`src/rtl/mem_arbiter_if.sv`:
```
// mem_arbiter_if: bundle of every handshake and data signal around mem_arbiter.
//   icache side : ic_req, ic_addr in; ic_ack, ic_rdata out
//   dcache side : dc_req, dc_we, dc_addr, dc_wdata in; dc_ack, dc_rdata out
//   memory side : mem_raddr, mem_waddr, mem_wdata, mem_we out; mem_rdata in
//   status      : busy out
// The slave modport is the arbiter's view; master is the view of the
// caches/memory surrounding it.
interface mem_arbiter_if #(
    parameter int ADDR_W = 20,
    parameter int LINE_W = 128
);
    logic              ic_req;
    logic [ADDR_W-1:0] ic_addr;
    logic              ic_ack;
    logic [LINE_W-1:0] ic_rdata;

    logic              dc_req;
    logic              dc_we;
    logic [ADDR_W-1:0] dc_addr;
    logic [LINE_W-1:0] dc_wdata;
    logic              dc_ack;
    logic [LINE_W-1:0] dc_rdata;

    logic [ADDR_W-1:0] mem_raddr;
    logic [ADDR_W-1:0] mem_waddr;
    logic [LINE_W-1:0] mem_wdata;
    logic              mem_we;
    logic [LINE_W-1:0] mem_rdata;

    logic              busy;

    modport slave (
        input  ic_req, ic_addr,
        input  dc_req, dc_we, dc_addr, dc_wdata,
        input  mem_rdata,
        output ic_ack, ic_rdata,
        output dc_ack, dc_rdata,
        output mem_raddr, mem_waddr, mem_wdata, mem_we,
        output busy
    );

    modport master (
        output ic_req, ic_addr,
        output dc_req, dc_we, dc_addr, dc_wdata,
        output mem_rdata,
        input  ic_ack, ic_rdata,
        input  dc_ack, dc_rdata,
        input  mem_raddr, mem_waddr, mem_wdata, mem_we,
        input  busy
    );
endinterface

```
`src/rtl/mem_arbiter.sv`:
```
// mem_arbiter: shares the single 128-bit line port of ram_memory between the
// icache miss path and the dcache miss/writeback path. Requests are granted
// round-robin, the granted address/data are held for MEM_LAT cycles, read
// lines are returned to the winner and each writeback fires one write strobe.
// Ports:
//   clk   in  rising-edge clock
//   reset in  asynchronous, active-low reset
//   bus   mem_arbiter_if.slave: cache request/ack/rdata, memory address,
//         write data, write strobe, read data return, busy status
// MEM_LAT legal range is 1..15.
module mem_arbiter #(
    parameter int ADDR_W  = 20,
    parameter int LINE_W  = 128,
    parameter int MEM_LAT = 4
) (
    input  logic         clk,
    input  logic         reset,
    mem_arbiter_if.slave bus
);
    typedef enum logic [1:0] {
        IDLE,
        ACCESS,
        RESP
    } state_t;

    localparam logic [3:0] CNT_INIT = 4'(MEM_LAT - 1);

    state_t     state;
    logic       last_dc;
    logic       gnt_dc;
    logic       lat_we;
    logic [3:0] cnt;
    logic       pick_dc;

    // On a tie the requester that did not win the previous grant goes next.
    always_comb begin
        pick_dc = 1'b0;
        if (bus.dc_req && bus.ic_req) begin
            pick_dc = !last_dc;
        end else begin
            pick_dc = bus.dc_req;
        end
    end

    // Acks and the write strobe are single-cycle pulses, so they default low
    // every cycle. mem_we is raised on the edge entering the final ACCESS
    // cycle (cnt==0), which for MEM_LAT=1 is the grant edge itself.
    always_ff @(posedge clk or negedge reset) begin
        if (!reset) begin
            state         <= IDLE;
            last_dc       <= 1'b1;
            gnt_dc        <= 1'b0;
            lat_we        <= 1'b0;
            cnt           <= 4'd0;
            bus.ic_ack    <= 1'b0;
            bus.ic_rdata  <= '0;
            bus.dc_ack    <= 1'b0;
            bus.dc_rdata  <= '0;
            bus.mem_raddr <= '0;
            bus.mem_waddr <= '0;
            bus.mem_wdata <= '0;
            bus.mem_we    <= 1'b0;
            bus.busy      <= 1'b0;
        end else begin
            bus.ic_ack <= 1'b0;
            bus.dc_ack <= 1'b0;
            bus.mem_we <= 1'b0;
            case (state)
                IDLE: begin
                    if (bus.ic_req || bus.dc_req) begin
                        gnt_dc        <= pick_dc;
                        last_dc       <= pick_dc;
                        lat_we        <= pick_dc && bus.dc_we;
                        bus.mem_raddr <= pick_dc ? bus.dc_addr : bus.ic_addr;
                        bus.mem_waddr <= pick_dc ? bus.dc_addr : bus.ic_addr;
                        bus.mem_wdata <= pick_dc ? bus.dc_wdata : '0;
                        bus.mem_we    <= (MEM_LAT == 1) && pick_dc && bus.dc_we;
                        cnt           <= CNT_INIT;
                        bus.busy      <= 1'b1;
                        state         <= ACCESS;
                    end
                end
                ACCESS: begin
                    if (cnt == 4'd0) begin
                        if (!lat_we) begin
                            if (gnt_dc) begin
                                bus.dc_rdata <= bus.mem_rdata;
                            end else begin
                                bus.ic_rdata <= bus.mem_rdata;
                            end
                        end
                        bus.ic_ack <= !gnt_dc;
                        bus.dc_ack <= gnt_dc;
                        state      <= RESP;
                    end else begin
                        cnt        <= cnt - 4'd1;
                        bus.mem_we <= lat_we && (cnt == 4'd1);
                    end
                end
                RESP: begin
                    bus.busy <= 1'b0;
                    state    <= IDLE;
                end
                default: begin
                    bus.busy <= 1'b0;
                    state    <= IDLE;
                end
            endcase
        end
    end
endmodule

```
`src/flat_wrapper.sv`:
```
// flat-port wrapper written by rule: the top's interface ports become plain ports
module mem_arbiter_flat 
#(
    parameter int ADDR_W  = 20,
    parameter int LINE_W  = 128,
    parameter int MEM_LAT = 4
)
  (clk, reset, bus_ic_req, bus_ic_addr, bus_dc_req, bus_dc_we, bus_dc_addr, bus_dc_wdata, bus_mem_rdata, bus_ic_ack, bus_ic_rdata, bus_dc_ack, bus_dc_rdata, bus_mem_raddr, bus_mem_waddr, bus_mem_wdata, bus_mem_we, bus_busy);
  mem_arbiter_if #(.ADDR_W(ADDR_W), .LINE_W(LINE_W)) bus_i ();
  input  logic clk;
  input  logic reset;
  input wire logic [$bits(bus_i.ic_req)-1:0] bus_ic_req;
  input wire logic [$bits(bus_i.ic_addr)-1:0] bus_ic_addr;
  input wire logic [$bits(bus_i.dc_req)-1:0] bus_dc_req;
  input wire logic [$bits(bus_i.dc_we)-1:0] bus_dc_we;
  input wire logic [$bits(bus_i.dc_addr)-1:0] bus_dc_addr;
  input wire logic [$bits(bus_i.dc_wdata)-1:0] bus_dc_wdata;
  input wire logic [$bits(bus_i.mem_rdata)-1:0] bus_mem_rdata;
  output wire logic [$bits(bus_i.ic_ack)-1:0] bus_ic_ack;
  output wire logic [$bits(bus_i.ic_rdata)-1:0] bus_ic_rdata;
  output wire logic [$bits(bus_i.dc_ack)-1:0] bus_dc_ack;
  output wire logic [$bits(bus_i.dc_rdata)-1:0] bus_dc_rdata;
  output wire logic [$bits(bus_i.mem_raddr)-1:0] bus_mem_raddr;
  output wire logic [$bits(bus_i.mem_waddr)-1:0] bus_mem_waddr;
  output wire logic [$bits(bus_i.mem_wdata)-1:0] bus_mem_wdata;
  output wire logic [$bits(bus_i.mem_we)-1:0] bus_mem_we;
  output wire logic [$bits(bus_i.busy)-1:0] bus_busy;
  assign bus_i.ic_req = bus_ic_req;
  assign bus_i.ic_addr = bus_ic_addr;
  assign bus_i.dc_req = bus_dc_req;
  assign bus_i.dc_we = bus_dc_we;
  assign bus_i.dc_addr = bus_dc_addr;
  assign bus_i.dc_wdata = bus_dc_wdata;
  assign bus_i.mem_rdata = bus_mem_rdata;
  assign bus_ic_ack = bus_i.ic_ack;
  assign bus_ic_rdata = bus_i.ic_rdata;
  assign bus_dc_ack = bus_i.dc_ack;
  assign bus_dc_rdata = bus_i.dc_rdata;
  assign bus_mem_raddr = bus_i.mem_raddr;
  assign bus_mem_waddr = bus_i.mem_waddr;
  assign bus_mem_wdata = bus_i.mem_wdata;
  assign bus_mem_we = bus_i.mem_we;
  assign bus_busy = bus_i.busy;
  mem_arbiter #(.ADDR_W(ADDR_W), .LINE_W(LINE_W), .MEM_LAT(MEM_LAT)) u_core (.clk(clk), .reset(reset), .bus(bus_i));
endmodule
```
`config.mk`:
```
export PLATFORM = sky130hd
export DESIGN_NAME = mem_arbiter_flat
export DESIGN_NICKNAME = d
export VERILOG_FILES = /design/src/rtl/mem_arbiter_if.sv /design/src/rtl/mem_arbiter.sv /design/src/flat_wrapper.sv
export SDC_FILE = /design/constraint.sdc
export NUM_CORES = 1
export LEC_CHECK = 0
export CORE_AREA = 2 2 282 284
export CTS_CLUSTER_DIAMETER = 200
export DETAILED_ROUTE_END_ITERATION = 7
export DIE_AREA = 0 0 284 286
export PLACE_DENSITY = 0.55
export RECOVER_POWER = 100
export SLEW_MARGIN = 10
export SYNTH_ARGS = -nofsm -noshare
export SYNTH_HDL_FRONTEND = slang
export SYNTH_SLANG_ARGS = --single-unit
```
`constraint.sdc`:
```
create_clock -name clk -period 3.3 [get_ports clk]
set_input_delay 0.495 -clock clk [delete_from_list [all_inputs] [get_ports clk]]
set_output_delay 0.495 -clock clk [all_outputs]
set_load 0.03 [all_outputs]
```
==> summary.txt <==
Clocking
  • CTS HTree Levels: 2
  • CTS tree: done
  • Post-CTS setup buffers: 0
  • Clk slew on worst S/H paths: 0.06 ns
  • Clk sink count: 417
  • CTS max path bufs: 3
  • CTS Buf Count: 48
  • CTS Root Cell: clkbuf_16
  • Clk_lat worst skew: 0.56 ns

Die
  • Die X-Extent: 284 um
  • Top-Level Pins: 729
  • # rows: 103
  • Initial Util: 20.62%
  • Die area: 81220 um^2
  • Die height: 286 um
  • Core Region: 78360 um^2

Worst setup path
  • WP depth: 4
  • Setup CP Type: register to register
  • Crit path max-delay family: simple AND/OR/NAND/NOR gates
  • Reg2reg path depth: 4
  • Crit. End Element: register
  • CP Launch Type: register
  • CP max-delay cell: or4b_4
  • CP Buf/Inv Count: 1
  • Critical Path, Cell by Cell: or4b_1 > or4b_4 > clkbuf_2 > mux2_1
  • Worst path arrival time: 3.25 ns
  • Critical Path Max Stage Delay: 0.77 ns
  • Crit-path max FO: 25
  • Critical Path RT: 3.73 ns

Global route
  • Largest net degree at the start of global routing: 103
  • GR met1 Demand/Resource: 14.21%
  • GR peak layer: met2
  • First-pass GRT wire length: 80540 um
  • Met2 Track Usage GR: 22.88%
  • GRT Residual Overflow: 0
  • Vias in the first global route: 12127
  • GRT Overall Usage: 12.91%
  • Initial antenna violation count: 18
  • GRT met3 Usage: 4.888%

Route
  • DR WL/cell: 19.37 um
  • Final wirelength: 53840 um
  • Via count: 11166
  • Number of remaining DRC errors: 0
  • Initial drt markers: 262
  • Vias per inst: 4.018
  • Antenna-violating nets left: 0
  • DR pass1 iterations: 4

Final layout
  • Area Growth Syn to Fin: 59.09%
  • Commonest non-fill, non-tap cell in the layout: dlygate4sd3_1
  • Most used cells in the layout excluding fill and tap cells: dlygate4sd3_1 (430), dfrtp_1 (416), clkdlybuf4s50_1 (298)
  • Layout cell share with drive strength beyond 1: 16.38%
  • Final nets: 1991

Run status
  • Failing checks: max-capacitance violations, max-slew violations
  • Outcome: complete, but fails checks

Yosys
  • Post-synthesis cell area: 16160 um^2
  • Compound-Gate Fraction of Synth Area: 7.612%
  • Top cell type by total area after synthesis: dfrtp_1
  • Post-Syn Nets: 1273
  • Post-synthesis mux area share: 23.42%
  • Simple-gate area share of the yosys netlist: 0.9060%
  • Xor and xnor area share after synthesis: 0%
  • Main combinational cell family by area after synthesis: multiplexers
  • Distinct cells, synth: 32
  • Post-synthesis register bit count: 417
  • Avg Cell Area, Syn: 16.67 um^2
  • Top post-synthesis cells by area: dfrtp_1 (64%), mux2_2 (12%), mux2_4 (11%)
  • Area share of fa/ha/maj cells after synthesis: 0.2323%
  • Yosys Warn Count: 0
  • Seq/Total Area, Yosys: 64.59%
  • Share of the synthesized area in the top cell type: 64.43%
  • Synthesized instance count: 969

STA
  • Setup violators final: 0
  • Final TNS setup: 0 ns
  • Final slew viol count: 71
  • Fmax: 354.7 MHz
  • Unrepaired setup endpoints after global routing: false
  • Measured slew at the worst slew-check pin: 2.121 ns
  • Final Hold Fails: 0
  • Period utilisation layout: 85.43%
  • Tmin final: 2.819 ns
  • Worst slew margin: -41.38%
  • Final Skew: 0.01964 ns

Placement
  • I/O Buffers: 728
  • Placer's final routability congestion estimate: 0.7998
  • Post-DP HPWL: 40120 um

Hold path
  • Hold Path Stages: 1
  • HP Class: register to register

Power
  • Cell Pwr Density: 1047 nW/um^2
  • Total chip power: 0.02692 W
  • Maximum vdd drop: 0.0003786 V
  • Leakage: 11.25 nW

Job
  • Max cap viols: 2
area by class of cell:
cell class              count  area (um^2)
multi-input cells         466         4775
repair buffers            751         7532
well taps                1050         1314
diodes                      7        17.52
clock buffers              68         1398
flip-flops and latches    417        10440
fillers                  7889        52650
inverters                   3        11.26
clock inverters            17        222.7
final timing paths:
| check | startpoint | to | slack (ns) |
|---|---|---|---|
| worst max-delay path | u_core.state[1] | u_core.bus.ic_rdata[53] | 0.48 |
| worst max register to register | u_core.state[1] | u_core.bus.ic_rdata[53] | 0.48 |
| worst min register to register | u_core.bus.ic_rdata[75] | u_core.bus.ic_rdata[75] | 0.48 |
| min in group asynchronous | reset | u_core.bus.ic_rdata[77] | 1.13 |
| max in group asynchronous | reset | u_core.bus.mem_wdata[20] | 0.68 |
| worst min-delay path | u_core.bus.ic_rdata[75] | u_core.bus.ic_rdata[75] | 0.48 |
cells by family (layout without fill, tap and decap cells):
kind of cell             count (synthesis)  after routing
flip-flops                             417            417
multiplexers                           296            296
AO/OA/AOI/OAI                          143            143
buffers and inverters                   86            839
AND/OR/NAND/NOR                         24             24
adder cells (fa/ha/maj)                  3              3
other                                    0              7
synth_stat cells (all sizes together):
cell type,instances
dfstp,1
o311a,1
nor2,4
o21ai,5
or3,1
nor3,4
clkbuf,34
or4b,2
ha,3
or4,1
nor4b,1
inv,3
nand2,3
nand3,2
o211a,1
mux2,296
a21o,2
a22o,129
nand3b,1
and3,1
nor3b,1
buf,49
a211oi,1
a21bo,1
nor2b,2
dfrtp,416
o21a,1
nand2b,1
a21boi,2
layer usage:
layer | vias up | share of wire, %
li1 | 4967 | -
met1 | 5593 | 37
met2 | 503 | 51
met3 | 91 | 8.8
met4 | 12 | 2.8
met5 | - | 0.16
power by group:
part           leakage, nW  internal (W)  switching (W)
clock                0.798       0.00333        0.00213
combinational         5.29       0.00526        0.00752
sequential            5.16       0.00739        0.00128
total                 11.2        0.0160         0.0109
registers in the layout, indices dropped and copies added (netlist names):
| signal | count |
|---|---|
| u_core.bus.dc_rdata | 128 |
| u_core.bus.ic_rdata | 128 |
| u_core.bus.mem_wdata | 128 |
| u_core.bus.mem_raddr | 20 |
| u_core.cnt | 4 |
| u_core.state | 2 |
| u_core.bus.busy | 1 |
| u_core.bus.dc_ack | 1 |
| u_core.bus.ic_ack | 1 |
| u_core.bus.mem_we | 1 |
| u_core.gnt_dc | 1 |
| u_core.last_dc | 1 |
| u_core.lat_we | 1 |
metrics by stage:
| stage | utilization [%] | hold slack (ns) | setup WS [ns] | cell area (um^2) | cells |
|---|---|---|---|---|---|
| floorplan | - | 0.1994 | 1.048 | 16160 | 969 |
| global placement | 31.37 | 0.4872 | 0.6098 | 24580 | 2686 |
| detailed placement | 31.37 | 0.4904 | 0.5612 | 24580 | 2686 |
| CTS | 33.45 | 0.4603 | 0.5477 | 26210 | 2772 |
| global route | 32.79 | 0.4868 | 0.2641 | 25700 | 2775 |
| finish | 32.81 | 0.4822 | 0.4807 | 25710 | 2779 |
what timing repair did:
action	4_1_cts	5_1_grt
resized for setup	0	0
hold buffers	1	0
endpoints found under the hold margin	55	0
Power figures use the tool's default switching activity.
